**src/rtl/hazard_controller_pkg.sv**
```systemverilog
// Shared opcode/ALU-op constants and FSM state encoding for the pipeline
// interlock controller.
package hazard_controller_pkg;

  localparam logic [4:0] OP_R    = 5'b00000;
  localparam logic [4:0] OP_LW   = 5'b01000;
  localparam logic [4:0] OP_SW   = 5'b00111;
  localparam logic [4:0] OP_ADDI = 5'b00101;
  localparam logic [4:0] OP_BNE  = 5'b00010;
  localparam logic [4:0] OP_BLT  = 5'b00110;
  localparam logic [4:0] OP_JR   = 5'b00100;

  localparam logic [4:0] ALU_MUL = 5'b00110;
  localparam logic [4:0] ALU_DIV = 5'b00111;

  typedef enum logic {
    RUN     = 1'b0,
    MD_WAIT = 1'b1
  } state_t;

endpackage

```
**src/rtl/hazard_controller_detect.sv**
```systemverilog
// Combinational load-use detector: decodes which source registers the decode
// instruction reads and compares them against a load sitting in execute.
module hazard_detect
  import hazard_controller_pkg::*;
(
  input  logic [4:0] d_opcode,
  input  logic [4:0] d_readRegA,
  input  logic [4:0] d_readRegB,
  input  logic       x_valid,
  input  logic [4:0] x_opcode,
  input  logic [4:0] x_writeReg,
  output logic       load_use
);

  logic uses_a;
  logic uses_b;
  logic match_a;
  logic match_b;

  always_comb begin
    uses_a = d_opcode inside {OP_R, OP_ADDI, OP_LW, OP_SW, OP_BNE, OP_BLT};
    uses_b = d_opcode inside {OP_R, OP_SW, OP_BNE, OP_BLT, OP_JR};
  end

  // r0 is hardwired to zero, so a load targeting it never creates a dependency
  assign match_a  = uses_a && (x_writeReg == d_readRegA);
  assign match_b  = uses_b && (x_writeReg == d_readRegB);
  assign load_use = x_valid && (x_opcode == OP_LW) && (x_writeReg != 5'd0)
                    && (match_a || match_b);

endmodule

```
**src/rtl/hazard_controller.sv**
```systemverilog
// Pipeline interlock controller: load-use stall, taken-branch flush, mult/div
// sequencing with a watchdog, and a saturating stall-cycle counter.
module hazard_controller
  import hazard_controller_pkg::*;
#(
  parameter int MD_TIMEOUT = 40,
  parameter int CNT_W      = 16
) (
  input  logic             clock,
  input  logic             reset,
  input  logic [4:0]       d_opcode,
  input  logic [4:0]       d_readRegA,
  input  logic [4:0]       d_readRegB,
  input  logic             x_valid,
  input  logic [4:0]       x_opcode,
  input  logic [4:0]       x_aluop,
  input  logic [4:0]       x_writeReg,
  input  logic             x_branch_taken,
  input  logic             md_ready,
  output logic             stall_fd,
  output logic             bubble_dx,
  output logic             flush_fd,
  output logic             hold_x,
  output logic             md_start,
  output logic             md_done,
  output logic             md_timeout,
  output logic [CNT_W-1:0] stall_count
);

  localparam int               WAIT_W    = $clog2(MD_TIMEOUT + 1);
  localparam logic [WAIT_W-1:0] LAST_WAIT = WAIT_W'(MD_TIMEOUT - 1);

  state_t            state;
  state_t            state_nxt;
  logic [WAIT_W-1:0] wait_cnt;
  logic              load_use;
  logic              is_md;
  logic              wd_expire;

  hazard_detect u_detect (
    .d_opcode   (d_opcode),
    .d_readRegA (d_readRegA),
    .d_readRegB (d_readRegB),
    .x_valid    (x_valid),
    .x_opcode   (x_opcode),
    .x_writeReg (x_writeReg),
    .load_use   (load_use)
  );

  assign is_md = x_valid && (x_opcode == OP_R)
                 && ((x_aluop == ALU_MUL) || (x_aluop == ALU_DIV));

  // wait_cnt holds the number of MD_WAIT cycles already spent, so the
  // MD_TIMEOUT-th waiting cycle is the one that sees LAST_WAIT
  assign wd_expire = (state == MD_WAIT) && !md_ready && (wait_cnt == LAST_WAIT);

  always_ff @(posedge clock or negedge reset) begin
    if (!reset) state <= RUN;
    else        state <= state_nxt;
  end

  always_comb begin
    state_nxt = state;
    unique case (state)
      RUN:     if (is_md) state_nxt = MD_WAIT;
      MD_WAIT: if (md_ready || wd_expire) state_nxt = RUN;
      default: state_nxt = RUN;
    endcase
  end

  always_comb begin
    stall_fd  = 1'b0;
    bubble_dx = 1'b0;
    flush_fd  = 1'b0;
    hold_x    = 1'b0;
    md_start  = 1'b0;
    md_done   = 1'b0;
    if (reset) begin
      unique case (state)
        RUN: begin
          if (is_md) begin
            md_start = 1'b1;
            stall_fd = 1'b1;
            hold_x   = 1'b1;
          end else if (x_branch_taken) begin
            flush_fd  = 1'b1;
            bubble_dx = 1'b1;
          end else if (load_use) begin
            stall_fd  = 1'b1;
            bubble_dx = 1'b1;
          end
        end
        MD_WAIT: begin
          if (md_ready) begin
            md_done = 1'b1;
          end else begin
            stall_fd = 1'b1;
            hold_x   = 1'b1;
          end
        end
        default: ;
      endcase
    end
  end

  always_ff @(posedge clock or negedge reset) begin
    if (!reset)               wait_cnt <= '0;
    else if (state == RUN)    wait_cnt <= '0;
    else                      wait_cnt <= wait_cnt + 1'b1;
  end

  always_ff @(posedge clock or negedge reset) begin
    if (!reset)         md_timeout <= 1'b0;
    else if (wd_expire) md_timeout <= 1'b1;
  end

  always_ff @(posedge clock or negedge reset) begin
    if (!reset)                              stall_count <= '0;
    else if (stall_fd && (stall_count != '1)) stall_count <= stall_count + 1'b1;
  end

endmodule

```
**config.mk**
```make
export PLATFORM = sky130hd
export DESIGN_NAME = hazard_controller
export DESIGN_NICKNAME = d
export VERILOG_FILES = /design/src/rtl/hazard_controller_pkg.sv /design/src/rtl/hazard_controller_detect.sv /design/src/rtl/hazard_controller.sv
export SDC_FILE = /design/constraint.sdc
export NUM_CORES = 1
export LEC_CHECK = 0
export CORE_UTILIZATION = 44
export CTS_CLUSTER_DIAMETER = 30
export DETAILED_ROUTE_END_ITERATION = 8
export MAX_ROUTING_LAYER = met4
export PLACE_DENSITY = 0.79
export SLEW_MARGIN = 20
export SYNTH_ARGS = -nofsm -noshare
export SYNTH_HDL_FRONTEND = slang
export SYNTH_SLANG_ARGS = --single-unit
```
**constraint.sdc**
```tcl
create_clock -name clock -period 1.9 [get_ports clock]
set_input_delay 0.19 -clock clock [delete_from_list [all_inputs] [get_ports clock]]
set_output_delay 0.19 -clock clock [all_outputs]
set_load 0.005 [all_outputs]
```
==> results by group, run 1 <==
Global routing
  – First-pass GRT wire length: 6690 um
  – GRT Total Usage: 25.0%
  – Largest net degree at the start of global routing: 26
  – Vias in the first global route: 1525
  – Total gr overflow: 0
  – Initial antenna violation count: 0

Placement
  – HPWL after DPL: 3170 um
  – Gpl congestion: 0.844
  – DP Worst Slack: -501 ps
  – Cell area after placement: 2280 um^2
  – Port-buffer cells: 56

Logic synthesis
  – Synth warnings: 0
  – Area of the mapped netlist: 1520 um^2
  – Synthesized Nets: 185
  – Area contributors post-synth: dfrtp_1 (39%), xnor2_1 (8.6%), xor2_1 (5.8%)
  – Post-Syn Instances: 148
  – Adder-Cell Fraction of Synth Area: 1.64%
  – Post-synth top cells: dfrtp_1 (24), xnor2_1 (15), xor2_1 (10)
  – Mux share of post-synthesis cell area: 3.95%
  – Sequential share of the synthesized area: 39.5%
  – Yosys reg bits: 24
  – Unique masters post-synth: 43
  – Synth Area in XOR/XNOR: 14.4%
  – Post-synthesis compound-gate area fraction: 15.6%
  – Synth top area share: 39.5%
  – EDFF count, synth: 0
  – Synth Area in Simple Gates: 22.4%
  – Synth area leader: dfrtp_1
  – Largest family of logic cells by synthesized area: simple AND/OR/NAND/NOR gates
  – Avg Cell Area, Syn: 10.3 um^2
  – Top-count cell post-synth: dfrtp_1
  – Top_reg_cell synth: dfrtp_1
  – Async set or reset register ratio after synthesis: 100%

Floorplan
  – Die width: 60.8 um
  – Core area: 3180 um^2
  – Die height: 60.8 um
  – Starting Density: 47.9%
  – FP Rows: 20
  – Die area: 3700 um^2
  – I/O Pins: 58

Clock tree
  – CTS tree: done
  – Worst-Skew Late Latency: 320 ps
  – Clock root buffer: clkbuf_4
  – Register clock-pin slew on the reported worst setup and hold paths: 140 ps
  – CTS H-Tree Depth: 1
  – CTS Buf Count: 3
  – Clk buf depth: 2
  – Sink Count: 24

Routing
  – Total vias in the final route: 1488
  – 1st-pass router iterations: 4
  – Drt initial violations: 48
  – Post-route ant nets: 0
  – Drt wl/cell: 14.7 um
  – Vias per cell: 5.33
  – Drc violations: 0
  – Routed WL: 4110 um

Finish
  – Register area: 601 um^2
  – Net count, final: 273
  – Area growth, synth to finish: 60.5%
  – Final core utilization: 76.9%
  – Share of layout cells above drive strength 1: 26.4%
  – Design Area, Final: 2440 um^2
  – Diode count: 0
  – Area of the multi-input gates: 927 um^2
  – Filler instances: 228

Worst setup path
  – CP max FO: 2
  – Startpoint types: primary input
  – Worst Path Arrival: 1710 ps
  – Crit path kind: in2out
  – CP required: 1710 ps
  – Worst setup EP type: output port

Power
  – Leakage: 0.00114 uW
  – P per Cell Area: 432 nW/um^2
  – Worst vdd ir: 0.000679 V

Run
  – Max-Cap Viols: 0

Run status
  – Outcome: finished, final reports clean

Timing
  – Hold Fails Final Rpt: 0
  – RSZ-0062 raised after global routing: true
  – Worst Skew: 14.0 ps
  – Final period utilization: 99.8%
  – Max-slew violation count: 0
  – Relative slew margins: 81.8%
  – Worst Max-Slew Pin Slew: 272 ps
  – Fmax achieved: 528 MHz
  – Final-report setup violation count: 0
  – Worst Slack Setup Final: 4.44 ps
  – Time the worst path needs with I/O delays and setup: 1900 ps

Worst hold path
  – HP Class: in2async
## critical path, cell delays in order
cell	delay, ps
clkdlybuf4s50_1	410
nor3_2	210
nor2b_4	200
nand3_2	130
o32ai_4	310
or2_4	170
buf_6	80
## per-layer routing
layer / wire [um] / vias to the layer above / global-route usage [%] / share of wire [%]
li1: - / 713 / - / -
met1: 1650 / 741 / 27.8 / 40
met2: 2290 / 30 / 46.3 / 56
met3: 137 / 4 / 5.54 / 3.3
met4: 29 / 0 / 3.57 / 0.71
met5: 0 / - / - / 0
## area by class of cell
cell class,instances,area share (%)
flip-flops and latches,24,24.6
multi-input cells,117,38.0
well taps,44,2.25
clock buffers,3,0.922
repair buffers,87,32.6
inverters,3,0.461
clock inverters,1,1.23
## per-stage QoR
stage	total power, uW	hold WS, ps	setup TNS (ps)	std cells
after floorplan	563	-106	0	148
after global placement	686	444	-5860	267
after detailed placement	692	446	-6440	267
after CTS	1060	249	-35.5	272
after global routing	1100	219	-262	279
final	1050	206	0	279
## repair_timing
| item | in CTS | in global routing |
|---|---|---|
| pin swaps | 9 | 14 |
| hold buffers | 0 | 0 |
| endpoints found under the setup margin | 10 | 12 |
| buffers inserted | 1 | 7 |
| gates resized for setup | 33 | 17 |
## state kept, by name, indices dropped and copies added (netlist names)
register,count
md_timeout,1
stall_count,16
state,1
wait_cnt,6
## final timing paths
path	from	endpoint	slack, ps	cells past startpoint
worst max-delay path	x_opcode[2]	stall_fd	4	7
worst min-delay path	reset	state$_DFF_PN0_	210	2
worst max register to register	state$_DFF_PN0_	stall_count[14]$_DFFE_PN0P_	50	6
worst min register to register	md_timeout$_DFFE_PN0P_	md_timeout$_DFFE_PN0P_	480	1
max in group asynchronous	reset	stall_count[14]$_DFFE_PN0P_	1480	2
min in group clock	md_timeout$_DFFE_PN0P_	md_timeout$_DFFE_PN0P_	480	1
## cells in the final DEF (no fill, tap or decap), types with 4 or more instances in the layout
cell	n
xor2_1	10
and3_1	8
dlygate4sd2_1	10
nand3_1	4
dlymetal6s2s_1	6
o211ai_1	7
nand2_1	6
mux2_2	4
nand4_1	4
buf_4	27
and2_1	5
xnor2_1	15
clkdlybuf4s50_1	35
nor2_1	8
buf_6	4
dfrtp_1	24
nor2b_1	4
## cell families after synthesis
| family | after synthesis |
|---|---|
| adders and majority gates | 2 |
| buffers and inverters | 7 |
| DFF | 24 |
| muxes | 5 |
| and+or+nand+nor | 59 |
| AOI/OAI and AO/OA | 26 |
| xor gates and xnor gates | 25 |
## where the power goes
group,leakage (uW),switching (uW),internal (uW)
Combinational,0.000784,65.6,103
Clock,0.0000279,159,213
Sequential,0.000330,0.830,512
Power figures use the tool's default switching activity.
==> run 2, diff against run 1 <==
--- a/config.mk
+++ b/config.mk
@@ -10,7 +10,7 @@
 export DETAILED_ROUTE_END_ITERATION = 8
 export MAX_ROUTING_LAYER = met4
 export PLACE_DENSITY = 0.79
-export SLEW_MARGIN = 20
+export SLEW_MARGIN = 40
 export SYNTH_ARGS = -nofsm -noshare
 export SYNTH_HDL_FRONTEND = slang
 export SYNTH_SLANG_ARGS = --single-unit
==> results of run 2 <==
No change in the layout: final DEF, timing and power equal those of run 1.
==> run 3, diff against run 2 <==
--- a/config.mk
+++ b/config.mk
@@ -6,6 +6,7 @@
 export NUM_CORES = 1
 export LEC_CHECK = 0
 export CORE_UTILIZATION = 44
+export CTS_BUF_LIST = sky130_fd_sc_hd__clkbuf_8 sky130_fd_sc_hd__clkbuf_16
 export CTS_CLUSTER_DIAMETER = 30
 export DETAILED_ROUTE_END_ITERATION = 8
 export MAX_ROUTING_LAYER = met4
==> run 3 against run 2 <==
  * The run now ends with setup timing left
  * Wire length grew 14%
  * Sequential power hardly changed
  * Combinational power up 4%
==> results by group, run 3 (same netlist as run 1, synthesis figures left out) <==
Run status
  – Outcome: finished with violations
  – Failing checks: setup timing

Routing
  – Vias per cell: 5.41
  – Routed WL: 4670 um
  – Drt wl/cell: 16.6 um
  – Drt initial violations: 73
  – Total vias in the final route: 1521
  – Drc violations: 0
  – Post-route ant nets: 0
  – 1st-pass router iterations: 4

Finish
  – Layout Cells excl Fill: 281
  – Area growth, synth to finish: 67.2%
  – Most frequent cells in the layout: clkdlybuf4s50_1 (32), dfrtp_1 (24), buf_4 (23), xnor2_1 (15), dlygate4sd2_1 (12)
  – Area of the multi-input gates: 960 um^2
  – Net count, final: 275
  – Diode count: 0
  – Filler instances: 208
  – Largest Register: stall_count
  – Share of layout cells above drive strength 1: 27.4%
  – Largest regs: stall_count x16, wait_cnt x6
  – Final core utilization: 80.0%
  – Most common cell after layout, fill and taps aside: clkdlybuf4s50_1
  – Register area: 601 um^2
  – Max reg flops: 16

Worst setup path
  – Worst r2r dst: stall_count[14]$_DFFE_PN0P_
  – R2R Path Start: state$_DFF_PN0_
  – Worst setup EP type: flip-flop
  – Worst reg2reg setup slack: 30 ps
  – CP required: 2050 ps
  – Worst Path Arrival: 2070 ps
  – Crit path kind: in2reg
  – Startpoint types: primary input
  – CP max FO: 8
  – R2R cell count: 6

Placement
  – HPWL after DPL: 3170 um
  – Port-buffer cells: 56
  – DP Worst Slack: -501 ps
  – Placed cell count: 267
  – Gpl congestion: 0.844

Clock tree
  – Sink Count: 24
  – Register clock-pin slew on the reported worst setup and hold paths: 90 ps
  – Clock root buffer: clkbuf_8
  – Clk buf depth: 2
  – CTS H-Tree Depth: 1
  – CTS tree: done
  – CTS Buf Count: 3
  – Worst-Skew Late Latency: 270 ps

Timing
  – Worst Slack Setup Final: -20.0 ps
  – RSZ-0062 raised after global routing: true
  – Hold_ws: 437 ps
  – Fmax achieved: 521 MHz
  – Time the worst path needs with I/O delays and setup: 1920 ps
  – Final period utilization: 101%
  – Relative slew margins: 80.3%
  – Worst Skew: 12.0 ps
  – Max-slew violation count: 0
  – Worst Max-Slew Pin Slew: 295 ps
  – Hold Fails Final Rpt: 0
  – Final-report setup violation count: 2

Floorplan
  – FP Rows: 20
  – Core area: 3180 um^2
  – Die width: 60.8 um
  – Die height: 60.8 um
  – Die area: 3700 um^2
  – Starting Density: 47.9%
  – I/O Pins: 58

Power
  – Worst vdd ir: 0.000486 V
  – Total power: 1140 uW
  – P per Cell Area: 447 nW/um^2
  – Leakage: 0.00117 uW

Global routing
  – Total gr overflow: 0
  – GRT Total Usage: 26.4%
  – First-pass GRT wire length: 6980 um
  – Largest net degree at the start of global routing: 26
  – Vias in the first global route: 1598
  – Initial antenna violation count: 0

Worst hold path
  – Min-Delay Path Depth: 5
  – Min-delay src: x_opcode[0]
  – HP Class: in2reg
  – Hold EP: state$_DFF_PN0_

Run
  – Max-Cap Viols: 0
## run 3: how the worst max path moves through the flow
stage | from | to | slack, ps | depth (start not counted)
2_1_floorplan | stall_count[0]$_DFFE_PN0P_ | stall_count[1]$_DFFE_PN0P_ | 120 | 6
3_3_place_gp | d_opcode[1] | bubble_dx | -490 | 7
3_5_place_dp | d_opcode[1] | bubble_dx | -500 | 7
4_1_cts | d_readRegB[1] | bubble_dx | -7 | 7
5_1_grt | d_readRegB[0] | bubble_dx | -70 | 7
6_report | d_opcode[0] | stall_count[14]$_DFFE_PN0P_ | -20 | 8
## run 3: stage by stage
step                      cell area, um^2  setup TNS (ps)
final                                2540           -36.4
after global placement               2280           -5860
after CTS                            2440           -8.73
after global routing                 2540            -220
after detailed placement             2280           -6440
after floorplan                      1520               0
## run 3: routing by layer
layer / track usage [%] / wire, um / vias up
met2: 50.1 / 2700 / 52
met3: 4.69 / 195 / 4
met5: - / 0 / -
li1: - / - / 719
met4: 5.52 / 29 / 0
met1: 28.4 / 1740 / 746
## run 3: layout make-up
type,count,share of cell area [%]
flip-flops and latches,24,23.6
clock inverters,1,1.18
well taps,44,2.16
multi-input cells,117,37.7
repair buffers,89,33.3
inverters,3,0.443
clock buffers,3,1.62
## run 3: what timing repair did
item | CTS | global route
endpoints found under the hold margin | 0 | 24
pin swaps | 12 | 14
hold buffers | 0 | 2
buffers inserted | 7 | 1
gates resized for setup | 35 | 24
cloned | 0 | 0
setup endpoints to repair | 14 | 19
## run 3: power by group
| group | total (uW) | internal, uW | switching, uW |
|---|---|---|---|
| combinational | 175 | 107 | 68.2 |
| clock | 449 | 282 | 167 |
| sequential | 513 | 512 | 0.991 |
## run 3: worst max-delay path: stages
cell and delay, ps:
clkdlybuf4s50_1 520, nand2_1 70, o22a_1 190, buf_4 140, o32ai_4 280, buf_6 190, o2111ai_4 140, mux2_4 330
